<file path="src/rtl/rom_fetch_arbiter_pkg.sv">
`default_nettype none
// ============================================================================
// Module      : rom_fetch_arbiter_pkg
// Description : Shared widths, bus constants and arbiter state encoding for
//               the instruction-ROM fetch arbiter.
// Revision    : 1.0  initial release
// ============================================================================
package rom_fetch_arbiter_pkg;

  localparam int c_inst_addr_w = 32;           // byte address bus width
  localparam int c_inst_w      = 32;           // instruction / ROM word width

  localparam logic [c_inst_addr_w-1:0] c_zero_word    = '0;
  localparam logic                     c_chip_enable  = 1'b1;
  localparam logic                     c_chip_disable = 1'b0;

  // Last-owner tracking; debug/coverage visibility only.
  typedef enum logic [1:0] {
    ARB_IDLE = 2'b00,
    ARB_I    = 2'b01,
    ARB_D    = 2'b10
  } arb_state_e;

endpackage : rom_fetch_arbiter_pkg
`default_nettype wire

</file>
<file path="src/rtl/rom_fetch_arbiter_if.sv">
`default_nettype none
// ============================================================================
// Module      : rom_fetch_arbiter_if
// Description : Requester-side bundle of the ROM fetch arbiter.
//               I port = IF-stage fetch, D port = MEM-stage code-region load.
//   *_req/*_addr   : request and byte address (requester -> arbiter)
//   *_gnt          : combinational grant     (arbiter -> requester)
//   *_rvalid/rdata : registered response     (arbiter -> requester)
//   stallreq_*     : stall requests toward ctrl for the losing requester
// Revision    : 1.0  initial release
// ============================================================================
interface rom_fetch_arbiter_if;
  import rom_fetch_arbiter_pkg::*;

  logic                     i_req;
  logic [c_inst_addr_w-1:0] i_addr;
  logic                     i_gnt;
  logic                     i_rvalid;
  logic [c_inst_w-1:0]      i_rdata;

  logic                     d_req;
  logic [c_inst_addr_w-1:0] d_addr;
  logic                     d_gnt;
  logic                     d_rvalid;
  logic [c_inst_w-1:0]      d_rdata;

  logic                     stallreq_if;
  logic                     stallreq_mem;

  // Pipeline side (pc_reg/if_id and mem stage together).
  modport master (
    output i_req, i_addr, d_req, d_addr,
    input  i_gnt, i_rvalid, i_rdata,
    input  d_gnt, d_rvalid, d_rdata,
    input  stallreq_if, stallreq_mem
  );

  // Arbiter side.
  modport slave (
    input  i_req, i_addr, d_req, d_addr,
    output i_gnt, i_rvalid, i_rdata,
    output d_gnt, d_rvalid, d_rdata,
    output stallreq_if, stallreq_mem
  );

endinterface : rom_fetch_arbiter_if
`default_nettype wire

</file>
<file path="src/rtl/rom_fetch_arbiter_burst_limiter.sv">
`default_nettype none
// ============================================================================
// Module      : arb_burst_limiter
// Description : Counts consecutive D grants taken while I is waiting and
//               raises force_i once MAX_D_BURST of them have been taken.
//   clk, rst   : clock, asynchronous active-high reset
//   i_req      : I is requesting this cycle
//   i_gnt      : I granted this cycle
//   d_gnt      : D granted this cycle
//   force_i    : I must win the next conflict
//   burst_cnt  : current count (debug)
//   CNT_W must satisfy 2**CNT_W > MAX_D_BURST.
// Revision    : 1.0  initial release
// ============================================================================
module arb_burst_limiter #(
  parameter int MAX_D_BURST = 4,
  parameter int CNT_W       = 3
) (
  input  wire logic             clk,
  input  wire logic             rst,
  input  wire logic             i_req,
  input  wire logic             i_gnt,
  input  wire logic             d_gnt,
  output logic                  force_i,
  output logic [CNT_W-1:0]      burst_cnt
);

  localparam logic [CNT_W-1:0] c_max = CNT_W'(MAX_D_BURST);
  localparam logic [CNT_W-1:0] c_one = CNT_W'(1);

  logic [CNT_W-1:0] r_cnt;

  // Any I service or I going quiet ends the starvation episode.
  always_ff @(posedge clk or posedge rst) begin
    if (rst) begin
      r_cnt <= '0;
    end else if (!i_req || i_gnt) begin
      r_cnt <= '0;
    end else if (d_gnt && (r_cnt != c_max)) begin
      r_cnt <= r_cnt + c_one;
    end
  end

  assign force_i   = (r_cnt == c_max);
  assign burst_cnt = r_cnt;

endmodule : arb_burst_limiter
`default_nettype wire

</file>
<file path="src/rtl/rom_fetch_arbiter.sv">
`default_nettype none
// ============================================================================
// Module      : rom_fetch_arbiter
// Description : Shares the single-ported, combinational-read instruction ROM
//               between the IF fetch port (I) and code-region loads (D).
//               D wins conflicts unless it has already taken MAX_D_BURST
//               grants in a row while I waited. The ROM word is registered
//               into the winner's response one cycle later.
//   clk, rst   : clock, asynchronous active-high reset
//   flush      : kills an I response being captured or being presented
//   bus        : requester bundle (slave modport)
//   rom_ce     : ROM enable, active while any port is granted
//   rom_addr   : winner's byte address, zero when idle
//   rom_inst   : ROM read word for rom_addr (same cycle)
//   arb_state  : last owner (debug)
//   burst_cnt  : consecutive D grants while I waits (debug)
// Revision    : 1.0  initial release
// ============================================================================
module rom_fetch_arbiter
  import rom_fetch_arbiter_pkg::*;
#(
  parameter int MAX_D_BURST = 4,
  parameter int CNT_W       = 3
) (
  input  wire logic                     clk,
  input  wire logic                     rst,
  input  wire logic                     flush,
  rom_fetch_arbiter_if.slave            bus,
  output logic                          rom_ce,
  output logic [c_inst_addr_w-1:0]      rom_addr,
  input  wire logic [c_inst_w-1:0]      rom_inst,
  output arb_state_e                    arb_state,
  output logic [CNT_W-1:0]              burst_cnt
);

  logic                w_force_i;
  logic                w_i_gnt;
  logic                w_d_gnt;
  logic                w_i_capture;
  logic                r_i_rvalid;
  logic                r_d_rvalid;
  logic [c_inst_w-1:0] r_i_rdata;
  logic [c_inst_w-1:0] r_d_rdata;
  arb_state_e          r_state;
  arb_state_e          w_state_next;

  arb_burst_limiter #(
    .MAX_D_BURST (MAX_D_BURST),
    .CNT_W       (CNT_W)
  ) u_burst_limiter (
    .clk       (clk),
    .rst       (rst),
    .i_req     (bus.i_req),
    .i_gnt     (w_i_gnt),
    .d_gnt     (w_d_gnt),
    .force_i   (w_force_i),
    .burst_cnt (burst_cnt)
  );

  // Grants are held off during reset so the ROM stays disabled; they depend
  // only on requests and the burst limit, never on the stall outputs.
  assign w_i_gnt = ~rst & bus.i_req & (~bus.d_req | w_force_i);
  assign w_d_gnt = ~rst & bus.d_req & ~w_i_gnt;

  assign bus.i_gnt        = w_i_gnt;
  assign bus.d_gnt        = w_d_gnt;
  assign bus.stallreq_if  = bus.i_req & ~w_i_gnt;
  assign bus.stallreq_mem = bus.d_req & ~w_d_gnt;

  assign rom_ce   = (w_i_gnt | w_d_gnt) ? c_chip_enable : c_chip_disable;
  assign rom_addr = w_i_gnt ? bus.i_addr :
                    w_d_gnt ? bus.d_addr : c_zero_word;

  // A flushed I grant still occupies the ROM but its word is discarded.
  assign w_i_capture = w_i_gnt & ~flush;

  always_ff @(posedge clk or posedge rst) begin
    if (rst) begin
      r_i_rvalid <= 1'b0;
      r_d_rvalid <= 1'b0;
      r_i_rdata  <= '0;
      r_d_rdata  <= '0;
    end else begin
      r_i_rvalid <= w_i_capture;
      r_d_rvalid <= w_d_gnt;
      if (w_i_capture) begin
        r_i_rdata <= rom_inst;
      end
      if (w_d_gnt) begin
        r_d_rdata <= rom_inst;
      end
    end
  end

  // A flush arriving while a fetched word is presented squashes it at once.
  assign bus.i_rvalid = r_i_rvalid & ~flush;
  assign bus.i_rdata  = r_i_rdata;
  assign bus.d_rvalid = r_d_rvalid;
  assign bus.d_rdata  = r_d_rdata;

  always_ff @(posedge clk or posedge rst) begin
    if (rst) begin
      r_state <= ARB_IDLE;
    end else begin
      r_state <= w_state_next;
    end
  end

  always_comb begin
    w_state_next = ARB_IDLE;
    if (w_i_gnt) begin
      w_state_next = ARB_I;
    end else if (w_d_gnt) begin
      w_state_next = ARB_D;
    end
  end

  assign arb_state = r_state;

endmodule : rom_fetch_arbiter
`default_nettype wire

</file>
<file path="src/flat_wrapper.sv">
// flat-port wrapper written by rule: the top's interface ports become plain ports
module rom_fetch_arbiter_flat import rom_fetch_arbiter_pkg::*;
#(
  parameter int MAX_D_BURST = 4,
  parameter int CNT_W       = 3
)
  (clk, rst, flush, rom_ce, rom_addr, rom_inst, arb_state, burst_cnt, bus_i_req, bus_i_addr, bus_d_req, bus_d_addr, bus_i_gnt, bus_i_rvalid, bus_i_rdata, bus_d_gnt, bus_d_rvalid, bus_d_rdata, bus_stallreq_if, bus_stallreq_mem);
  rom_fetch_arbiter_if bus_i ();
  input  wire logic clk;
  input  wire logic rst;
  input  wire logic flush;
  output logic rom_ce;
  output logic [c_inst_addr_w-1:0] rom_addr;
  input  wire logic [c_inst_w-1:0] rom_inst;
  output arb_state_e arb_state;
  output logic [CNT_W-1:0] burst_cnt;
  input wire logic [$bits(bus_i.i_req)-1:0] bus_i_req;
  input wire logic [$bits(bus_i.i_addr)-1:0] bus_i_addr;
  input wire logic [$bits(bus_i.d_req)-1:0] bus_d_req;
  input wire logic [$bits(bus_i.d_addr)-1:0] bus_d_addr;
  output wire logic [$bits(bus_i.i_gnt)-1:0] bus_i_gnt;
  output wire logic [$bits(bus_i.i_rvalid)-1:0] bus_i_rvalid;
  output wire logic [$bits(bus_i.i_rdata)-1:0] bus_i_rdata;
  output wire logic [$bits(bus_i.d_gnt)-1:0] bus_d_gnt;
  output wire logic [$bits(bus_i.d_rvalid)-1:0] bus_d_rvalid;
  output wire logic [$bits(bus_i.d_rdata)-1:0] bus_d_rdata;
  output wire logic [$bits(bus_i.stallreq_if)-1:0] bus_stallreq_if;
  output wire logic [$bits(bus_i.stallreq_mem)-1:0] bus_stallreq_mem;
  assign bus_i.i_req = bus_i_req;
  assign bus_i.i_addr = bus_i_addr;
  assign bus_i.d_req = bus_d_req;
  assign bus_i.d_addr = bus_d_addr;
  assign bus_i_gnt = bus_i.i_gnt;
  assign bus_i_rvalid = bus_i.i_rvalid;
  assign bus_i_rdata = bus_i.i_rdata;
  assign bus_d_gnt = bus_i.d_gnt;
  assign bus_d_rvalid = bus_i.d_rvalid;
  assign bus_d_rdata = bus_i.d_rdata;
  assign bus_stallreq_if = bus_i.stallreq_if;
  assign bus_stallreq_mem = bus_i.stallreq_mem;
  rom_fetch_arbiter #(.MAX_D_BURST(MAX_D_BURST), .CNT_W(CNT_W)) u_core (.clk(clk), .rst(rst), .flush(flush), .bus(bus_i), .rom_ce(rom_ce), .rom_addr(rom_addr), .rom_inst(rom_inst), .arb_state(arb_state), .burst_cnt(burst_cnt));
endmodule
</file>
<file path="config.mk">
export PLATFORM = sky130hd
export DESIGN_NAME = rom_fetch_arbiter_flat
export DESIGN_NICKNAME = d
export VERILOG_FILES = /design/src/rtl/rom_fetch_arbiter_pkg.sv /design/src/rtl/rom_fetch_arbiter_if.sv /design/src/rtl/rom_fetch_arbiter_burst_limiter.sv /design/src/rtl/rom_fetch_arbiter.sv /design/src/flat_wrapper.sv
export SDC_FILE = /design/constraint.sdc
export NUM_CORES = 1
export LEC_CHECK = 0
export ABC_AREA = 1
export ABC_CLOCK_PERIOD_IN_PS = 7050
export CELL_PAD_IN_SITES_DETAIL_PLACEMENT = 0
export CELL_PAD_IN_SITES_GLOBAL_PLACEMENT = 1
export CORE_AREA = 10 10 123 125
export CTS_CLUSTER_DIAMETER = 30
export DETAILED_ROUTE_END_ITERATION = 12
export DIE_AREA = 0 0 133 135
export PLACE_DENSITY = 0.83
export SETUP_SLACK_MARGIN = 0.4
export SYNTH_ARGS = -nofsm -noshare
export SYNTH_HDL_FRONTEND = slang
export SYNTH_SLANG_ARGS = --single-unit
export TNS_END_PERCENT = 1
</file>
<file path="constraint.sdc">
create_clock -name clk -period 7.05 [get_ports clk]
set_input_delay 1.41 -clock clk [delete_from_list [all_inputs] [get_ports clk]]
set_output_delay 1.41 -clock clk [all_outputs]
set_load 0.01 [all_outputs]
</file>
==> out/results.md, run 1 <==
| Stage | Parameter | This run |
|:---|:---|:---|
| power and ir drop | Net Sw Frac | 26.40% |
| final layout | Share of cells above drive strength 1 | 4.625% |
| synthesis | Total nets after synthesis | 532 |
| placed design | Area of placed instances | 5527 µm² |
| detailed routing | DR pass1 iterations | 4 |
| placed design | Number of cells after detailed placement | 783 |
| detailed routing | Vias per inst | 4.528 |
| sta | Worst Setup Slack, final | 1.513 ns |
| global routing | Global Route Usage Sum | 14.11% |
| clock network | Clk pin slew, worst setup/hold paths | 0.05 ns |
| final layout | Synthesis-to-finish area growth | 76.63% |
| floorplan | Cell row count | 41 |
| clock network | Clk Latency, worst-skew pair | 0.33 ns |
| detailed routing | Number of vias in the routed layout | 3,618 |
| status | Status | finished, final reports clean |
| worst setup path | Start of the worst register-to-register path | u_core.u_burst_limiter.burst_cnt[0]$_DFFE_PP0P_ |
| clock network | Number of sinks driven by the clock tree | 70 |
| power and ir drop | Power share of the combinational group | 26.7% |
| synthesis | Cell types occupying the most area after synthesis | sky130_fd_sc_hd__dfrtp_1 53%, sky130_fd_sc_hd__nand2_1 23%, sky130_fd_sc_hd__nand3_1 10% |
| detailed routing | Wirelength per Cell | 16.29 µm |
| floorplan | Die Footprint | 17,960 µm² |
| synthesis | Post-Syn Instances | 429 |
| synthesis | EDFF count, synth | 0 |
| worst setup path | Worst reg2reg endpoint | u_core.bus.d_rdata[1]$_DFFE_PP0P_ |
| detailed routing | Number of nets with antenna violations after detailed routing | 0 |
| power and ir drop | Static leakage | 2.808 nW |
| worst setup path | Cell depth of the worst flop-to-flop path | 10 |
| floorplan | Core area | 12,570 µm² |
| sta | Final hold viol count | 0 |
| worst setup path | Required time of the worst setup path | 5.64 ns |
| final layout | Total Nets Final | 725 |
| placed design | Sum of net half-perimeters after detailed placement | 10,010 µm |
| final layout | Core Util, Final | 46.81% |
| worst setup path | Worst Path Max Fanout | 53 |
| detailed routing | Total detailed-routing wirelength | 13,020 µm |
| placed design | Input/output buffers | 208 |
| power and ir drop | Design Power | 1.421 mW |
| sta | Crit path time final | 5.537 ns |
| synthesis | Number of distinct library cell variants in the gate-level netlist after synthesis | 14 |
| placed design | GPL Wtd Cong | 0.7865 |
| synthesis | Share of Yosys cell area claimed by the top area cell type | 52.59% |
| clock network | Quantity of hold-fixing buffers added after cts | 0 |
| synthesis | Fraction of synthesis flops using an asynchronous set or reset pin | 100.0% |
| power and ir drop | Max rail drop VDD | 0.0001135 V |
| clock network | Total of cells resized after clock tree synthesis | 0 |
| synthesis | Dominant cell by count in the synthesized netlist | sky130_fd_sc_hd__nand2_1 |
| clock network | CTS Buffer Depth | 2 |
| sta | Slew Limit Headroom | 36.47% |
| sta | Fmax | 180.6 MHz |
| sta | RSZ-0062 raised after global routing | false |
| clock network | Post-CTS setup repair buffer count | 0 |
| synthesis | Number of warnings printed during yosys synthesis | 0 |
| final layout | Number of non-filler instances in the completed layout | 799 |
| worst setup path | Crit. End Element | output pin |
| sta | Max-slew violations | 0 |
| power and ir drop | Seq pwr share | 35.5% |
| worst hold path | Number of cells traversed by the worst hold path | 2 |
| synthesis | Dominant cell type by area after synthesis | sky130_fd_sc_hd__dfrtp_1 |
| sta | Actual slew at the worst max-slew pin | 0.9519 ns |
| power and ir drop | Reported net switching power | 375.2 µW |
| global routing | Leftover overflow at the end of global routing | 0 |
| floorplan | Die W | 133 µm |
| synthesis | Ys flop type | sky130_fd_sc_hd__dfrtp_1 |
| worst setup path | Cell chain of the critical path | clkdlybuf4s50_1 > nor2_4 > buf_4 > nand2_2 > buf_4 > nand3_1 > nand2_1 > clkdlybuf4s50_1 |
| global routing | Initial antenna violation count | 0 |
| global routing | Vias in the first global route | 3,783 |
| worst setup path | Arrival time reported for the critical path endpoint | 4.13 ns |
| clock network | Clock tree from TritonCTS | built |
| sta | Number of setup violations in the final report | 0 |
| clock network | CTS root buffer | sky130_fd_sc_hd__clkbuf_16 |
| worst setup path | Library cell contributing the largest single delay on the critical path | sky130_fd_sc_hd__clkdlybuf4s50_1 |
| worst hold path | Worst Hold Launch | u_core.bus.i_rdata[21]$_DFFE_PP0P_ |
| worst setup path | Worst setup slack for register-to-register paths | 4.73 ns |
| worst hold path | Worst Hold Path EP | u_core.bus.i_rdata[21]$_DFFE_PP0P_ |
| power and ir drop | Clock power frac | 37.8% |
| worst setup path | Worst stage delay on the critical path | 0.66 ns |
| worst setup path | WS Path Type | in -> out |
| final layout | Number of diodes | 0 |
| clock network | H-tree depth | 3 |
| worst setup path | Type of element launching the critical path | primary input |
| synthesis | Synthesized flop and latch total | 70 |
| floorplan | Initial standard-cell utilization of the core | 26.50% |
| sta | Final sum of negative setup slack | 0 ns |
| final layout | Finished Cell Area | 5883 µm² |
| synthesis | Synth cell count leaders | 204 x sky130_fd_sc_hd__nand2_1, 70 x sky130_fd_sc_hd__dfrtp_1, 68 x sky130_fd_sc_hd__nand3_1 |
| detailed routing | Remaining DRCs | 0 |
| synthesis | Netlist area before placement | 3331 µm² |
| sta | Tightest hold margin | 0.4691 ns |
| global routing | Largest net degree at the start of global routing | 54 |
| floorplan | Boundary pin count | 209 |
| sta | Final worst-path cycle share | 78.54% |
| placed design | Minimum setup slack after placement | 1.505 ns |
| power and ir drop | Pwr/cell area | 241.6 nW/µm² |
| flow run | Max-cap viol count | 0 |
| worst hold path | Min-Delay Path Class | reg -> reg |
| power and ir drop | Power Internal | 1.046 mW |
| floorplan | Chip Height | 135 µm |
| clock network | Number of buffers created by CTS | 9 |
| detailed routing | Initial drt markers | 171 |
| synthesis | Post-synthesis area per instance | 7.764 µm² |
| global routing | Wire length of the first global-routing pass | 20,450 µm |
| synthesis | Fraction of the yosys area taken by sequential cells | 52.59% |
| sta | Setup Skew | 0.004717 ns |
==> logic make-up after synthesis <==
logic type,count (synthesis),synth area share (%)
simple gates,310,40.20
buf+inv,46,6.311
flops,70,52.59
fa+ha+maj,2,0.7512
compound gates,1,0.1501
==> layout by cell type (no fill, tap or decap) <==
master,Yosys,routed
sky130_fd_sc_hd__clkdlybuf4s50_1,0,208
sky130_fd_sc_hd__nand2_1,204,204
sky130_fd_sc_hd__dfrtp_1,70,70
sky130_fd_sc_hd__nand3_1,68,68
sky130_fd_sc_hd__nand4_1,32,32
sky130_fd_sc_hd__inv_1,11,10
sky130_fd_sc_hd__clkbuf_16,0,9
sky130_fd_sc_hd__buf_4,6,7
sky130_fd_sc_hd__inv_2,2,3
sky130_fd_sc_hd__nor2_1,4,3
sky130_fd_sc_hd__bufinv_16,0,3
sky130_fd_sc_hd__nor2_4,1,2
sky130_fd_sc_hd__ha_1,2,2
sky130_fd_sc_hd__clkbuf_8,0,2
sky130_fd_sc_hd__nand2_2,1,1
sky130_fd_sc_hd__a21oi_1,1,1
sky130_fd_sc_hd__inv_6,0,1
sky130_fd_sc_hd__clkinv_2,0,1
==> cell type report <==
class | count | area (µm²)
Clock buffer | 11 | 252.7
Timing Repair Buffer | 215 | 2135
Tap cell | 172 | 215.2
Sequential cell | 70 | 1752
Inverter | 13 | 48.80
Multi-Input combinational cell | 313 | 1376
Fill cell | 1234 | 6685
Clock inverter | 5 | 103.9
==> worst max-delay path: cells and delay by family <==
kind	cells	cell delay, ns
buf+inv	4	1.96
simple gates	4	0.70
==> state kept, by name, summed over array words and instances, names as in the netlist <==
signal	count
u_core.bus.i_rdata	32
u_core.arb_state	1
u_core.u_burst_limiter.burst_cnt	3
u_core.bus.d_rdata	32
u_core.bus.d_rvalid	1
u_core.r_i_rvalid	1
==> how the worst max path moves through the flow <==
| stage | slack, ns | to | startpoint | cells after the start |
|---|---|---|---|---|
| 2_1_floorplan | 3.45 | rom_addr[11] | bus_d_req | 6 |
| 3_3_place_gp | 1.52 | rom_addr[10] | rst | 8 |
| 3_5_place_dp | 1.51 | rom_addr[10] | rst | 8 |
| 4_1_cts | 1.47 | rom_addr[10] | rst | 8 |
| 5_1_grt | 1.33 | rom_addr[16] | rst | 8 |
| 6_report | 1.51 | rom_addr[10] | rst | 8 |
==> power by group through the flow <==
stage	Clock (mW)	Combinational (mW)	Sequential [mW]
finish	0.537	0.379	0.505
global placement	0	0.383	0.510
detailed placement	0	0.387	0.512
CTS	0.552	0.389	0.506
floorplan	0	0.102	0.538
global route	0.567	0.414	0.513
==> per-layer routing <==
metal	vias up	wire length, µm	global-route usage [%]
li1	1779	-	-
met1	1677	4915	14.25
met2	157	6494	24.93
met3	5	1542	7.752
met4	0	65	3.301
met5	-	0	0
(Power assumes the default switching activity.)
==> inputs of run 2 (changes only) <==
Settings changed: ABC_CLOCK_PERIOD_IN_PS 7050 to 5570, CORE_AREA 10 10 123 125 to 10 10 127 129, DIE_AREA 0 0 133 135 to 0 0 137 139, PLACE_DENSITY 0.83 to 0.78.
Clock period 7.05 ns to 5.57 ns, I/O delays scaled along.
==> out/results.md, run 2 (synthesized netlist as in run 1, its figures left out) <==
| Stage | Parameter | This run | vs previous |
|:---|:---|:---|:---|
| power and ir drop | Static leakage | 2.769 nW | was 2.808 nW |
| floorplan | Cell row count | 43 | was 41 |
| global routing | Leftover overflow at the end of global routing | 0 | unchanged |
| global routing | Global Route Usage Sum | 13.41% | was 14.11% |
| detailed routing | Number of vias in the routed layout | 3,600 | was 3,618 |
| sta | Crit path time final | 4.649 ns |  |
| worst setup path | Cell depth of the worst flop-to-flop path | 9 | was 10 |
| floorplan | Core area | 13,670 µm² | was 12,570 µm² |
| detailed routing | DR pass1 iterations | 4 | unchanged |
| sta | Actual slew at the worst max-slew pin | 1.040 ns | was 0.9519 ns |
| placed design | Number of cells after detailed placement | 792 | was 783 |
| status | Status | finished, final reports clean | unchanged |
| sta | Slew Limit Headroom | 30.58% | was 36.47% |
| clock network | CTS Buffer Depth | 2 | unchanged |
| final layout | Core Util, Final | 42.56% | was 46.81% |
| final layout | Commonest non-fill, non-tap cells in the layout | 208 x sky130_fd_sc_hd__clkdlybuf4s50_1, 204 x sky130_fd_sc_hd__nand2_1, 70 x sky130_fd_sc_hd__dfrtp_1 | unchanged |
| global routing | Largest net degree at the start of global routing | 44 | was 54 |
| clock network | H-tree depth | 3 | unchanged |
| sta | Setup Skew | 0.003006 ns | was 0.004717 ns |
| sta | Final hold viol count | 0 | unchanged |
| worst setup path | Required time of the worst setup path | 4.46 ns | was 5.64 ns |
| sta | RSZ-0062 raised after global routing | false | unchanged |
| sta | Fmax | 215.1 MHz |  |
| sta | Max-slew violations | 0 | unchanged |
| clock network | Total of cells resized after clock tree synthesis | 0 | unchanged |
| global routing | Wire length of the first global-routing pass | 20,410 µm | was 20,450 µm |
| worst setup path | Worst reg2reg endpoint | u_core.bus.d_rdata[2]$_DFFE_PP0P_ | was u_core.bus.d_rdata[1]$_DFFE_PP0P_ |
| detailed routing | Vias per inst | 4.467 | was 4.528 |
| placed design | Sum of net half-perimeters after detailed placement | 10,070 µm | was 10,010 µm |
| detailed routing | Total detailed-routing wirelength | 13,190 µm | was 13,020 µm |
| floorplan | Initial standard-cell utilization of the core | 24.37% | was 26.50% |
| worst setup path | Type of element launching the critical path | primary input | unchanged |
| placed design | Input/output buffers | 208 | unchanged |
| power and ir drop | Max rail drop VDD | 0.0001411 V | was 0.0001135 V |
| sta | Final worst-path cycle share | 83.47% |  |
| clock network | Clock tree from TritonCTS | built | unchanged |
| worst setup path | WS Path Type | in -> out | unchanged |
| final layout | Synthesis-to-finish area growth | 74.61% | was 76.63% |
| placed design | GPL Wtd Cong | 0.8025 | was 0.7865 |
| global routing | Vias in the first global route | 3,802 | was 3,783 |
| final layout | Share of cells above drive strength 1 | 3.994% | was 4.625% |
| final layout | Number of non-filler instances in the completed layout | 806 | was 799 |
| detailed routing | Wirelength per Cell | 16.37 µm | was 16.29 µm |
| floorplan | Die W | 137 µm | was 133 µm |
| clock network | CTS root buffer | sky130_fd_sc_hd__clkbuf_16 | unchanged |
| clock network | Number of buffers created by CTS | 9 | unchanged |
| clock network | Quantity of hold-fixing buffers added after cts | 0 | unchanged |
| clock network | Number of sinks driven by the clock tree | 70 | unchanged |
| floorplan | Die Footprint | 19,040 µm² | was 17,960 µm² |
| worst setup path | Arrival time reported for the critical path endpoint | 3.54 ns | was 4.13 ns |
| floorplan | Boundary pin count | 209 | unchanged |
| worst setup path | Start of the worst register-to-register path | u_core.u_burst_limiter.burst_cnt[0]$_DFFE_PP0P_ | unchanged |
| final layout | Layout filler cell count | 1,410 | was 1,234 |
| clock network | Clk pin slew, worst setup/hold paths | 0.05 ns | about the same |
| final layout | Leading cell type in the layout, fill and taps excluded | sky130_fd_sc_hd__clkdlybuf4s50_1 | unchanged |
| flow run | Max-cap viol count | 0 | unchanged |
| worst setup path | Critical path destination | rom_addr[11] | was rom_addr[10] |
| worst setup path | Crit. End Element | output pin | unchanged |
| worst setup path | Launch point of the worst path | rst | unchanged |
| detailed routing | Remaining DRCs | 0 | unchanged |
| detailed routing | Number of nets with antenna violations after detailed routing | 0 | unchanged |
| worst hold path | Min-Delay Path Class | reg -> reg | unchanged |
| final layout | Number of diodes | 0 | unchanged |
| worst setup path | Worst Path Max Fanout | 34 | was 53 |
| sta | Number of setup violations in the final report | 0 | unchanged |
| worst hold path | Worst Hold Launch | u_core.bus.i_rdata[29]$_DFFE_PP0P_ | was u_core.bus.i_rdata[21]$_DFFE_PP0P_ |
| worst setup path | Worst setup slack for register-to-register paths | 3.62 ns | was 4.73 ns |
| final layout | Total Nets Final | 726 | was 725 |
| sta | Final sum of negative setup slack | 0 ns | unchanged |
| power and ir drop | Pwr/cell area | 284.8 nW/µm² | was 241.6 nW/µm² |
| detailed routing | Initial drt markers | 187 | was 171 |
| floorplan | Chip Height | 139 µm | was 135 µm |
| global routing | Initial antenna violation count | 0 | unchanged |
| clock network | Clk Latency, worst-skew pair | 0.32 ns | was 0.33 ns |
| clock network | Post-CTS setup repair buffer count | 0 | unchanged |
run 2: cell types whose count changed in the layout (fill, tap and decap cells not counted), sizes merged:
cell | before | now
inv | 14 | 13
bufinv | 3 | 1
clkbuf | 11 | 12
buf | 7 | 8
run 2: routing by layer:
| metal | track usage [%] | up-vias | part of all wire [%] |
|---|---|---|---|
| met2 | 22.81 | 153 | 48 |
| met5 | 0 | - | 0 |
| met1 | 14.21 | 1657 | 39 |
| met3 | 6.486 | 10 | 12 |
| met4 | 4.051 | 0 | 1.3 |
| li1 | - | 1780 | - |
run 2: critical path, stage by stage:
cell and delay [ns]:
sky130_fd_sc_hd__clkdlybuf4s50_1 0.56, sky130_fd_sc_hd__nor2_4 0.18, sky130_fd_sc_hd__nand2_2 0.34, sky130_fd_sc_hd__inv_2 0.57, sky130_fd_sc_hd__nand2_1 0.12, sky130_fd_sc_hd__nand2_1 0.09, sky130_fd_sc_hd__clkdlybuf4s50_1 0.55
run 2: final cells by class:
class	instances	area (µm²)	area share (%)
Timing Repair Buffer	216	2142	36.83
Sequential cell	70	1752	30.12
Multi-Input combinational cell	313	1376	23.67
Clock buffer	12	236.5	4.066
Tap cell	180	225.2	3.873
Inverter	13	48.80	0.8391
Clock inverter	2	35.03	0.6024
run 2: metrics by stage:
stage          setup slack (ns)  power [mW]  hold slack (ns)  area, µm²
2_1_floorplan             2.564      0.8105           0.5073       3331
5_1_grt                  0.7515       1.750           0.4896       5816
3_5_place_dp             0.8746       1.140           0.4576       5544
6_report                 0.9210       1.656           0.4653       5816
4_1_cts                  0.8806       1.682           0.4706       5816
3_3_place_gp             0.9555       1.132           0.4539       5544
run 2: report_power, final:
| group | internal (mW) | switching, mW | leakage [nW] |
|---|---|---|---|
| clock | 0.341 | 0.195 | 0.132 |
| sequential | 0.591 | 0.0478 | 0.878 |
| combinational | 0.271 | 0.210 | 1.76 |
run 2: worst min-delay path by stage:
| stage | end | slack, ns | cells after the start |
|---|---|---|---|
| floorplan | u_core.bus.d_rdata[0]$_DFFE_PP0P_ | 0.51 | 2 |
| global placement | u_core.bus.i_rdata[4]$_DFFE_PP0P_ | 0.45 | 2 |
| detailed placement | u_core.bus.i_rdata[29]$_DFFE_PP0P_ | 0.46 | 2 |
| CTS | u_core.bus.i_rdata[29]$_DFFE_PP0P_ | 0.47 | 2 |
| global route | u_core.bus.i_rdata[19]$_DFFE_PP0P_ | 0.49 | 2 |
| finish | u_core.bus.i_rdata[29]$_DFFE_PP0P_ | 0.47 | 2 |
==> inputs of run 3 (changes only) <==
Settings changed: ABC_CLOCK_PERIOD_IN_PS 5570 to 4760.
Clock period 5.57 ns to 4.76 ns, I/O delays scaled along.
==> out/results.md, run 3 (synthesized netlist as in run 1, its figures left out) <==
| Stage | Parameter | This run | vs previous |
|:---|:---|:---|:---|
| placed design | Number of cells after detailed placement | 794 | was 792 |
| clock network | Number of buffers created by CTS | 9 | unchanged |
| power and ir drop | Static leakage | 2.826 nW | was 2.769 nW |
| global routing | Global Route Usage Sum | 13.90% | was 13.41% |
| global routing | Vias in the first global route | 3,902 | was 3,802 |
| clock network | Quantity of hold-fixing buffers added after cts | 0 | unchanged |
| sta | Final sum of negative setup slack | 0 ns | unchanged |
| sta | Setup Skew | 0.01091 ns | was 0.003006 ns |
| worst setup path | WS Path Type | in -> out | unchanged |
| detailed routing | Number of vias in the routed layout | 3,714 | was 3,600 |
| final layout | Share of cells above drive strength 1 | 5.079% | was 3.994% |
| detailed routing | Remaining DRCs | 0 | unchanged |
| sta | Max-slew violations | 0 | unchanged |
| floorplan | Die W | 137 µm | unchanged |
| clock network | Number of sinks driven by the clock tree | 70 | unchanged |
| global routing | Initial antenna violation count | 0 | unchanged |
| clock network | Total of cells resized after clock tree synthesis | 0 | unchanged |
| power and ir drop | Pwr/cell area | 355.7 nW/µm² | was 284.8 nW/µm² |
| clock network | Clock tree from TritonCTS | built | unchanged |
| placed design | Input/output buffers | 208 | unchanged |
| flow run | Max-cap viol count | 0 | unchanged |
| sta | Slew Limit Headroom | 60.25% | was 30.58% |
| floorplan | Initial standard-cell utilization of the core | 24.37% | unchanged |
| sta | Tightest hold margin | 0.4682 ns | was 0.4653 ns |
| power and ir drop | Design Power | 2.109 mW | was 1.656 mW |
| detailed routing | Wirelength per Cell | 16.85 µm | was 16.37 µm |
| detailed routing | Total detailed-routing wirelength | 13,650 µm | was 13,190 µm |
| sta | Final worst-path cycle share | 86.96% |  |
| final layout | Layout filler cell count | 1,385 | was 1,410 |
| worst setup path | Worst Path Max Fanout | 34 | unchanged |
| global routing | Largest net degree at the start of global routing | 45 | was 44 |
| clock network | Post-CTS setup repair buffer count | 0 | unchanged |
| sta | Final hold viol count | 0 | unchanged |
| floorplan | Chip Height | 139 µm | unchanged |
| final layout | Commonest non-fill, non-tap cells in the layout | 208 x sky130_fd_sc_hd__clkdlybuf4s50_1, 204 x sky130_fd_sc_hd__nand2_1, 70 x sky130_fd_sc_hd__dfrtp_1 | unchanged |
| worst setup path | Arrival time reported for the critical path endpoint | 3.19 ns | was 3.54 ns |
| clock network | Clk Latency, worst-skew pair | 0.33 ns | was 0.32 ns |
| global routing | Wire length of the first global-routing pass | 21,220 µm | was 20,410 µm |
| worst setup path | Type of element launching the critical path | primary input | unchanged |
| sta | RSZ-0062 raised after global routing | false | unchanged |
| clock network | Clk pin slew, worst setup/hold paths | 0.05 ns | about the same |
| global routing | Leftover overflow at the end of global routing | 0 | unchanged |
| worst setup path | Crit. End Element | output pin | unchanged |
| sta | Number of setup violations in the final report | 0 | unchanged |
| sta | Fmax | 241.6 MHz |  |
| final layout | Number of non-filler instances in the completed layout | 810 | was 806 |
| final layout | Leading cell type in the layout, fill and taps excluded | sky130_fd_sc_hd__clkdlybuf4s50_1 | unchanged |
| clock network | CTS Buffer Depth | 2 | unchanged |
| power and ir drop | Max rail drop VDD | 0.0001591 V | was 0.0001411 V |
| detailed routing | Number of nets with antenna violations after detailed routing | 0 | unchanged |
| floorplan | Cell row count | 43 | unchanged |
| placed design | Sum of net half-perimeters after detailed placement | 10,290 µm | was 10,070 µm |
| detailed routing | DR pass1 iterations | 4 | unchanged |
| clock network | H-tree depth | 3 | unchanged |
| floorplan | Core area | 13,670 µm² | unchanged |
| floorplan | Die Footprint | 19,040 µm² | unchanged |
| floorplan | Boundary pin count | 209 | unchanged |
| final layout | Total Nets Final | 728 | was 726 |
| placed design | Area of placed instances | 5572 µm² | was 5544 µm² |
| sta | Actual slew at the worst max-slew pin | 0.5953 ns | was 1.040 ns |
| status | Status | finished, final reports clean | unchanged |
| detailed routing | Vias per inst | 4.585 | was 4.467 |
| worst hold path | Min-Delay Path Class | reg -> reg | unchanged |
| detailed routing | Initial drt markers | 149 | was 187 |
| placed design | GPL Wtd Cong | 0.7697 | was 0.8025 |
| clock network | CTS root buffer | sky130_fd_sc_hd__clkbuf_16 | unchanged |
| worst setup path | Required time of the worst setup path | 3.81 ns | was 4.46 ns |
| final layout | Number of diodes | 0 | unchanged |
| final layout | Synthesis-to-finish area growth | 77.99% | was 74.61% |
| sta | Crit path time final | 4.139 ns |  |
| final layout | Finished Cell Area | 5928 µm² | was 5816 µm² |
==> run 3: worst max-delay path: stages <==
cell and delay (ns):
sky130_fd_sc_hd__clkdlybuf4s50_1 0.56, sky130_fd_sc_hd__nor2_4 0.18, sky130_fd_sc_hd__nand2_2 0.24, sky130_fd_sc_hd__inv_2 0.49, sky130_fd_sc_hd__nand2_1 0.11, sky130_fd_sc_hd__nand2_1 0.09
sky130_fd_sc_hd__clkdlybuf4s50_1 0.55
==> run 3: layout make-up <==
type | instances | area, µm² | share of cell area, %
tap | 180 | 225.2 | 3.799
multi-input combinational | 313 | 1376 | 23.22
inverter | 13 | 48.80 | 0.8231
timing repair buffer | 218 | 2170 | 36.60
clock buffer | 11 | 252.7 | 4.263
sequential | 70 | 1752 | 29.55
clock inverter | 5 | 103.9 | 1.752
==> run 3: path summary, 6_finish.rpt <==
path,slack (ns),to,startpoint,cells past startpoint
worst min-delay path,0.47,u_core.bus.d_rdata[18]$_DFFE_PP0P_,u_core.bus.d_rdata[18]$_DFFE_PP0P_,2
min in group asynchronous,1.24,u_core.arb_state[0]$_DFF_PP0_,rst,2
worst min register to register,0.47,u_core.bus.d_rdata[18]$_DFFE_PP0P_,u_core.bus.d_rdata[18]$_DFFE_PP0P_,2
worst max register to register,2.45,u_core.bus.i_rdata[24]$_DFFE_PP0P_,u_core.u_burst_limiter.burst_cnt[0]$_DFFE_PP0P_,9
max in group asynchronous,2.53,u_core.bus.d_rdata[18]$_DFFE_PP0P_,rst,3
worst max-delay path,0.62,rom_addr[4],rst,7
==> run 3: stage by stage <==
step | setup WS (ns) | utilization [%]
detailed placement | 0.5960 | 40.77
finish | 0.6207 | 43.38
CTS | 0.5878 | 43.38
global placement | 0.6325 | 40.77
floorplan | 2.040 | -
global route | 0.4249 | 43.38
==> run 3: power by group <==
group	internal, mW	switching, mW	total (mW)	leakage, nW
combinational	0.319	0.248	0.567	1.77
clock	0.541	0.251	0.793	0.176
sequential	0.692	0.0575	0.749	0.878
==> run 3: per-layer routing <==
| layer | wire [µm] | up-vias | GRT usage (%) |
|---|---|---|---|
| met5 | 0 | - | 0 |
| met4 | 85 | 0 | 3.496 |
| met3 | 1560 | 5 | 6.522 |
| met2 | 6659 | 170 | 23.75 |
| met1 | 5343 | 1756 | 15.04 |
| li1 | - | 1783 | - |
